**src/rtl/hovalaag_pkg.sv**
```systemverilog
// Shared definitions for the Hovalaag input path: word width, byte classes,
// parser states and the ASCII bytes the parser cares about.
package hovalaag_pkg;

   localparam int WORD_W = 12;

   typedef enum logic [1:0] {
      DIGIT = 2'd0,
      MINUS = 2'd1,
      SEP   = 2'd2,
      OTHER = 2'd3
   } byte_class_e;

   typedef enum logic [1:0] {
      IDLE   = 2'd0,
      SIGN   = 2'd1,
      DIGITS = 2'd2,
      SKIP   = 2'd3
   } parse_state_e;

   localparam logic [7:0] ASCII_ZERO  = 8'h30;
   localparam logic [7:0] ASCII_NINE  = 8'h39;
   localparam logic [7:0] ASCII_MINUS = 8'h2D;
   localparam logic [7:0] ASCII_SPACE = 8'h20;
   localparam logic [7:0] ASCII_COMMA = 8'h2C;
   localparam logic [7:0] ASCII_CR    = 8'h0D;
   localparam logic [7:0] ASCII_LF    = 8'h0A;
   localparam logic [7:0] ASCII_TAB   = 8'h09;

   // True for any byte that terminates a number.
   function automatic logic is_separator(input logic [7:0] b);
      return (b == ASCII_SPACE) || (b == ASCII_COMMA) || (b == ASCII_CR) ||
             (b == ASCII_LF)    || (b == ASCII_TAB);
   endfunction

endpackage

```
**src/rtl/char_classify.sv**
```systemverilog
// Combinational byte classifier: maps an ASCII byte to its class and, for
// digits, its numeric value. Shared with the output formatter.
module char_classify
   import hovalaag_pkg::*;
(
   input  logic [7:0]  rx_byte,
   output byte_class_e byte_class,
   output logic [3:0]  digit
);

   // Classify the byte; digit value is zero for anything that is not a digit.
   always_comb begin
      byte_class = OTHER;
      digit      = 4'd0;
      if ((rx_byte >= ASCII_ZERO) && (rx_byte <= ASCII_NINE)) begin
         byte_class = DIGIT;
         digit      = rx_byte[3:0];
      end else if (rx_byte == ASCII_MINUS) begin
         byte_class = MINUS;
      end else if (is_separator(rx_byte)) begin
         byte_class = SEP;
      end
   end

endmodule

```
**src/rtl/dec_word_parser.sv**
```systemverilog
// ASCII signed-decimal to 12-bit two's-complement word parser feeding the
// Hovalaag input FIFO. One word is written per number, on its separator.
// Build option: define DEC_WORD_PARSER_SAT_EN for a saturating accumulator
// and clamped output; otherwise values wrap modulo 4096.
module dec_word_parser
   import hovalaag_pkg::*;
#(
   parameter int COUNT_W = 13
) (
   input  logic               clk,
   input  logic               rst,
   input  logic               rx_valid,
   input  logic [7:0]         rx_data,
   output logic               word_valid,
   output logic [WORD_W-1:0]  word_data,
   output logic               parse_err,
   output logic [COUNT_W-1:0] word_count
);

`ifdef DEC_WORD_PARSER_SAT_EN
   localparam int ACC_W = 13;
`else
   localparam int ACC_W = 12;
`endif

   localparam logic [1:0] ST_IDLE   = IDLE;
   localparam logic [1:0] ST_SIGN   = SIGN;
   localparam logic [1:0] ST_DIGITS = DIGITS;
   localparam logic [1:0] ST_SKIP   = SKIP;

   byte_class_e        rx_class;
   logic [3:0]         rx_digit;

   logic [1:0]         state_reg, state_next;
   logic [ACC_W-1:0]   acc_reg, acc_next;
   logic               neg_reg, neg_next;
   logic [ACC_W-1:0]   acc_step;
   logic [WORD_W-1:0]  emit_value;
   logic               emit_next;
   logic               err_next;

   logic               word_valid_reg;
   logic [WORD_W-1:0]  word_data_reg;
   logic               parse_err_reg;
   logic [COUNT_W-1:0] word_count_reg;

   char_classify u_classify (
      .rx_byte    (rx_data),
      .byte_class (rx_class),
      .digit      (rx_digit)
   );

`ifdef DEC_WORD_PARSER_SAT_EN
   logic [ACC_W+3:0] acc_wide;

   // acc*10 + d computed wide, then pinned at 4096 so overflow is sticky.
   always_comb begin
      acc_wide = ({4'd0, acc_reg} << 3) + ({4'd0, acc_reg} << 1) +
                 {{ACC_W{1'b0}}, rx_digit};
      acc_step = (acc_wide >= (ACC_W+4)'(4096)) ? ACC_W'(4096) : acc_wide[ACC_W-1:0];
   end

   // Signed value clamped into the 12-bit two's-complement range.
   always_comb begin
      if (neg_reg) begin
         emit_value = (acc_reg >= ACC_W'(2048)) ? 12'h800 : WORD_W'(ACC_W'(0) - acc_reg);
      end else begin
         emit_value = (acc_reg >= ACC_W'(2047)) ? 12'h7FF : acc_reg[WORD_W-1:0];
      end
   end
`else
   // acc*10 + d in 12 bits, so the accumulator wraps modulo 4096.
   always_comb begin
      acc_step = (acc_reg << 3) + (acc_reg << 1) + ACC_W'(rx_digit);
   end

   // Signed value reduced modulo 4096, no clamping.
   always_comb begin
      emit_value = neg_reg ? (WORD_W'(0) - acc_reg) : acc_reg;
   end
`endif

   // Parser FSM: every transition happens only on an accepted byte.
   always_comb begin
      state_next = state_reg;
      acc_next   = acc_reg;
      neg_next   = neg_reg;
      emit_next  = 1'b0;
      err_next   = 1'b0;
      if (rx_valid) begin
         case (state_reg)
            ST_IDLE: begin
               case (rx_class)
                  DIGIT: begin
                     state_next = ST_DIGITS;
                     acc_next   = ACC_W'(rx_digit);
                     neg_next   = 1'b0;
                  end
                  MINUS:   state_next = ST_SIGN;
                  SEP:     state_next = ST_IDLE;
                  default: begin
                     state_next = ST_SKIP;
                     err_next   = 1'b1;
                  end
               endcase
            end
            ST_SIGN: begin
               case (rx_class)
                  DIGIT: begin
                     state_next = ST_DIGITS;
                     acc_next   = ACC_W'(rx_digit);
                     neg_next   = 1'b1;
                  end
                  SEP: begin
                     // A lone minus is malformed and produces no word.
                     state_next = ST_IDLE;
                     err_next   = 1'b1;
                  end
                  default: begin
                     state_next = ST_SKIP;
                     err_next   = 1'b1;
                  end
               endcase
            end
            ST_DIGITS: begin
               case (rx_class)
                  DIGIT:   acc_next = acc_step;
                  SEP: begin
                     state_next = ST_IDLE;
                     emit_next  = 1'b1;
                  end
                  default: begin
                     // Partial number is dropped; SKIP runs to the next separator.
                     state_next = ST_SKIP;
                     err_next   = 1'b1;
                  end
               endcase
            end
            default: begin
               if (rx_class == SEP) begin
                  state_next = ST_IDLE;
               end
            end
         endcase
      end
   end

   // Parser state registers; reset discards any partial number.
   always_ff @(posedge clk) begin
      if (rst) begin
         state_reg <= ST_IDLE;
         acc_reg   <= '0;
         neg_reg   <= 1'b0;
      end else begin
         state_reg <= state_next;
         acc_reg   <= acc_next;
         neg_reg   <= neg_next;
      end
   end

   // Registered FIFO write strobe, held data, error pulse and word counter.
   always_ff @(posedge clk) begin
      if (rst) begin
         word_valid_reg <= 1'b0;
         word_data_reg  <= '0;
         parse_err_reg  <= 1'b0;
         word_count_reg <= '0;
      end else begin
         word_valid_reg <= emit_next;
         parse_err_reg  <= err_next;
         if (emit_next) begin
            word_data_reg  <= emit_value;
            word_count_reg <= word_count_reg + COUNT_W'(1);
         end
      end
   end

   assign word_valid = word_valid_reg;
   assign word_data  = word_data_reg;
   assign parse_err  = parse_err_reg;
   assign word_count = word_count_reg;

endmodule

```
**config.mk**
```make
export PLATFORM = sky130hd
export DESIGN_NAME = dec_word_parser
export DESIGN_NICKNAME = d
export VERILOG_FILES = /design/src/rtl/hovalaag_pkg.sv /design/src/rtl/char_classify.sv /design/src/rtl/dec_word_parser.sv
export SDC_FILE = /design/constraint.sdc
export NUM_CORES = 1
export LEC_CHECK = 0
export BUFFER_PORTS_ARGS = -buffer_cell sky130_fd_sc_hd__buf_2
export CORE_MARGIN = 4
export CORE_UTILIZATION = 50
export DETAILED_ROUTE_END_ITERATION = 10
export GPL_ROUTABILITY_DRIVEN = 0
export PLACE_DENSITY = 0.71
export SETUP_SLACK_MARGIN = 0.05
export SYNTH_ARGS = -nofsm -noshare
export SYNTH_HDL_FRONTEND = slang
export SYNTH_SLANG_ARGS = --single-unit
```
**constraint.sdc**
```tcl
create_clock -name clk -period 6.19 [get_ports clk]
set_input_delay 0.9285 -clock clk [delete_from_list [all_inputs] [get_ports clk]]
set_output_delay 0.9285 -clock clk [all_outputs]
set_load 0.01 [all_outputs]
```
; ---- Yosys cells after proc, flatten, opt, wreduce, memory -nomap -nowiden
; Index checks and enable logic that the tools add are counted.
[op_classes]
n_addsub = 4
magnitude_cmp = 2
n_eq_ne = 15
muxes = 23
bitwise_logic = 1
n_reduce_logical = 17
[op_table]
columns = operator, n
row1 = $mux W12, 3
row2 = $eq A8 B4 Y1 const B, 3
row3 = $eq A8 B6 Y1 const B, 3
row4 = $pmux W12 S2, 1
row5 = $add A13 B1 Y13 const B, 1
row6 = $add A12 B12 Y12, 1
row7 = $add A12 B4 Y12, 1
row8 = $pmux W2 S3, 2
row9 = $sub A1 B12 Y12 const A, 1
row10 = $mux W1, 9
row11 = $ge A8 B6 Y1 const B, 1
row12 = $le A8 B6 Y1 const B, 1
row13 = $ne A2 B1 Y1 const B, 4
row14 = $pmux W2 S2, 2
row15 = $reduce_and A4 Y1, 2
row16 = $mux W2, 3
row17 = $reduce_or A2 Y1, 3
row18 = $eq A2 B1 Y1 const B, 2
row19 = $eq A2 B2 Y1 const B, 2
row20 = $logic_not A2 Y1, 2
row21 = $logic_or A1 B1 Y1, 4
row22 = $mux W4, 1
row23 = $reduce_bool A2 Y1, 2
row24 = $reduce_bool A4 Y1, 1
row25 = other kinds (7), 7
[word_totals]
reg_bits = 42
in_bits = 11
output_inout_bits = 27
word_cells = 69

; ---- Longest topological paths before layout
[logic_depth]
depth_word = 12
depth_mapped = 11
ltp_nobuf = 11

; ---- Hierarchy
; Synthesis repeated with hierarchy kept, for this count alone.
[hier_totals]
hier_cells = 304
area_unflattened_um2 = 2663.8
[modules_own_cells]
columns = mod, n_inst, cells_per_inst, area_per_inst_um2, seq_area_each_um2
row1 = dec_word_parser, 1, 286, 2527.4, 840.8
row2 = char_classify, 1, 18, 136.4, 0.0

; ---- Least setup slack after synthesis
; OpenSTA, ideal clock, no wires.
[synth_path]
kind = input to register
start = input rx_data[6]
end = register acc_reg[10]
setup_time_ns = 0.122
arrival_ns = 3.307
required_time_ns = 6.068
slack_ns = 2.761
cell_stages = 10
n_path_buf = 0
path_cell_list = nand4bb_1 > or3_1 > fa_1 > inv_1 > ha_1 > nor2b_1 > o2111a_1 > o211a_1 > o2111a_1 > a311o_1
[synth_via]
elab_chain_len = 11
elab_cells_between_ends = 24
cone_classes = 1 x add/sub / 2 x order compare / 8 x eq/ne / 6 x mux / 7 x reduce/logical
[synth_rtl]
columns = item, line_no
row1 = "start, declared", dec_word_parser.sv:13  ; input logic [7:0] rx_data,
row2 = branches (longest 11 deep; another with $add A12 B4 Y12), -
row3 = "end signal, assigned", dec_word_parser.sv:156  ; acc_reg <= acc_next;
row4 = "end, declared", dec_word_parser.sv:35  ; logic [ACC_W-1:0] acc_reg, acc_next;
; Parallel ways; which one is timed is not known. The select of a mux whose other input is x is not followed.
; A chain may end at the register's enable or synchronous reset.

; ---- Worst setup path after layout
; Ends and elaborated chain as after synthesis.

==> out/results.ini <==
[run_status]
status = finished clean

[power]
power_frac_comb_pct = 6.7
vdd_drop_max_uv = 95.2
power_frac_clock_pct = 41.3
power_density_mw_per_mm2 = 178
p_sw_share_pct = 23.7
seq_power_share_pct = 52.0
p_total_uw = 530
p_switching_uw = 125
p_int_uw = 404
leakage_nw = 1.34

[sta]
slew_headroom_pct = 48.3
period_share_pct = 55.3
setup_viol = 0
worst_pin_slew_ns = 0.775
fin_skew_ns = 0.00521
fin_tns_setup_ns = 0
hold_viol = 0
max_freq_mhz = 292
rsz0062_at_grt = no
fin_crit_ns = 3.42
drv_slew = 0

[yosys]
synth_flop_cell = dfxtp_1
synth.avg_cell_area_um2 = 8.57
async_flop_share_pct = 0
ys_seq_elements = 42
ys_warn_count = 0
synth.distinct_cells = 54
ys_seq_area_share_pct = 32.0
yosys.area_share.xor_xnor_pct = 5.66
synth_mux_area_share_pct = 2.33
synthAdderAreaFrac_pct = 11.0
netlist_area_mm2 = 0.00263
yosys.area_share.simple_pct = 24.7
synth-edff-count = 0
synth_cells = 307
synth_top_family_by_area = simple AND/OR/NAND/NOR gates
synth_compound_area_share_pct = 20.9
syn_nets = 340

[clock_tree]
clk_path_buf_depth = 2
clock_sinks = 42
postCtsSetupBuffers = 0
cts_tree = built
cts.htree.levels = 2
root_buffer = clkbuf_8
hold_buffers = 0
ctsResizeCount = 0
clk_pin_slew_ns = 0.08
cts-buffers-inserted = 5
insertion_delay_ns = 0.30

[global_routing]
grt_max_degree = 44
grt_pass1_wl_um = 10300
grt_usage_pct = 19.8
grt-ovfl-total = 0
grt_pass1_vias = 2151
antenna_found_initial = 0

[worst_setup_path]
startpoint_type = primary input
cp_data_arrival_time_ns = 3.61
end_kind = register
critPathMaxFanout = 4
required_ns = 6.38
rr_worst_depth = 9
crit_type = primary input to register

[min_path]
hold_path.class = register to register
holdPathStages = 2

[floorplanning]
die_w_um = 80.5
rows = 26
die_area_mm2 = 0.00649
core_mm2 = 0.00511
fp.dieH_um = 80.5
ios = 38
initial_utilization_pct = 51.5

[placement]
numPortBuffers = 37
dp.cells = 403
hpwl_um = 4400

[final_layout]
antennaDiodeCount = 0
syn2layout_area_growth_pct = 12.8
fin_nets = 373
final_common_cell = dfxtp_1
final_cell_mix = 42 x dfxtp_1, 37 x buf_2, 35 x nor2_1
drive_above_1_share_pct = 15.2
fin_cells = 411
regArea_um2 = 841
multi_input_comb_area_mm2 = 0.00170
largest_reg_flops = 13
fillers = 484

[detailed_routing]
vias = 2356
via_per_inst = 5.73
drt_iter0_drc = 172
wl_per_cell_um = 14.4
firstDrtPassIters = 6
antenna_left = 0
wirelength_um = 5910
drc_errors = 0

[run]
cap_violations = 0

==> cell usage after synthesis, types with 3 or more instances <==
library cell  instances  area (um^2)
or3_1                12         75.1
nand2b_1              4         25.0
nor2_1               35          131
nand3_1              12         60.1
a21o_1                5         37.5
buf_2                 3         15.0
a21oi_1              16         80.1
nand4_1               6         37.5
and3_1                4         25.0
clkbuf_1              8         30.0
o21ai_0              11         55.1
mux2i_1               5         50.1
o21a_1                3         22.5
dfxtp_1              42          841
xnor2_1               5         43.8
o31ai_1               7         52.6
o211ai_1              3         22.5
nor2b_1               4         25.0
nand2_1              20         75.1
or4_1                 4         30.0
xor2_1               12          105
nor4_1                3         18.8
inv_1                12         45.0
ha_1                 20          250
a211oi_1             13         97.6
nor3_1                3         15.0
==> routing by layer <==
layer	global-route usage, %	up-vias	part of all wire, %
met5	0	-	0
met4	4.56	0	1.0
met3	3.36	7	4.9
met2	31.1	58	45
met1	28.0	1082	49
li1	-	1209	-
==> area by class of cell <==
cell class                      count  area share (%)
Multi-Input combinational cell    242            57.3
Clock buffer                        6            2.44
Clock inverter                      2            1.26
Inverter                           12            1.52
Timing Repair Buffer               37            6.24
Tap cell                           70            2.95
Sequential cell                    42            28.3
==> worst max-delay path: stages <==
cell       delay [ns]
buf_2            0.11
nand4bb_1        0.25
or3_1            0.43
fa_1             0.37
inv_1            0.06
ha_1             0.25
nor2b_1          0.17
o2111a_1         0.25
o211a_1          0.22
o2111a_1         0.25
a311o_1          0.30
==> per-stage QoR <==
step	utilization, %	cell area (um^2)	worst slack, ns	hold WS [ns]
finish	58.1	2970	2.77	0.465
global route	58.1	2970	2.64	0.486
CTS	58.1	2970	2.78	0.472
detailed placement	56.0	2860	2.44	0.459
global placement	56.0	2860	2.52	0.446
floorplan	-	2630	2.76	0.476
==> power by group through the flow <==
stage | Sequential [mW] | Clock, mW | Combinational (mW)
finish | 0.276 | 0.219 | 0.0357
global placement | 0.282 | 0 | 0.0350
global route | 0.276 | 0.236 | 0.0399
floorplan | 0.280 | 0 | 0.0234
detailed placement | 0.282 | 0 | 0.0354
CTS | 0.275 | 0.225 | 0.0355
==> path summary, 6_finish.rpt <==
| kind | to | slack [ns] | start |
|---|---|---|---|
| setup / recovery | acc_reg[10] | 2.77 | rx_data[6] |
| hold / removal | word_data[0] | 0.47 | word_data[0] |
| setup reg to reg | acc_reg[10] | 3.58 | acc_reg[0] |
| hold reg to reg | word_data[0] | 0.47 | word_data[0] |
==> logic make-up after synthesis <==
family,count (synthesis)
buf+inv,23
fa+ha+maj,22
compound gates,77
flops,42
mux,6
simple gates,120
xor+xnor,17
Power figures use the tool's default switching activity.
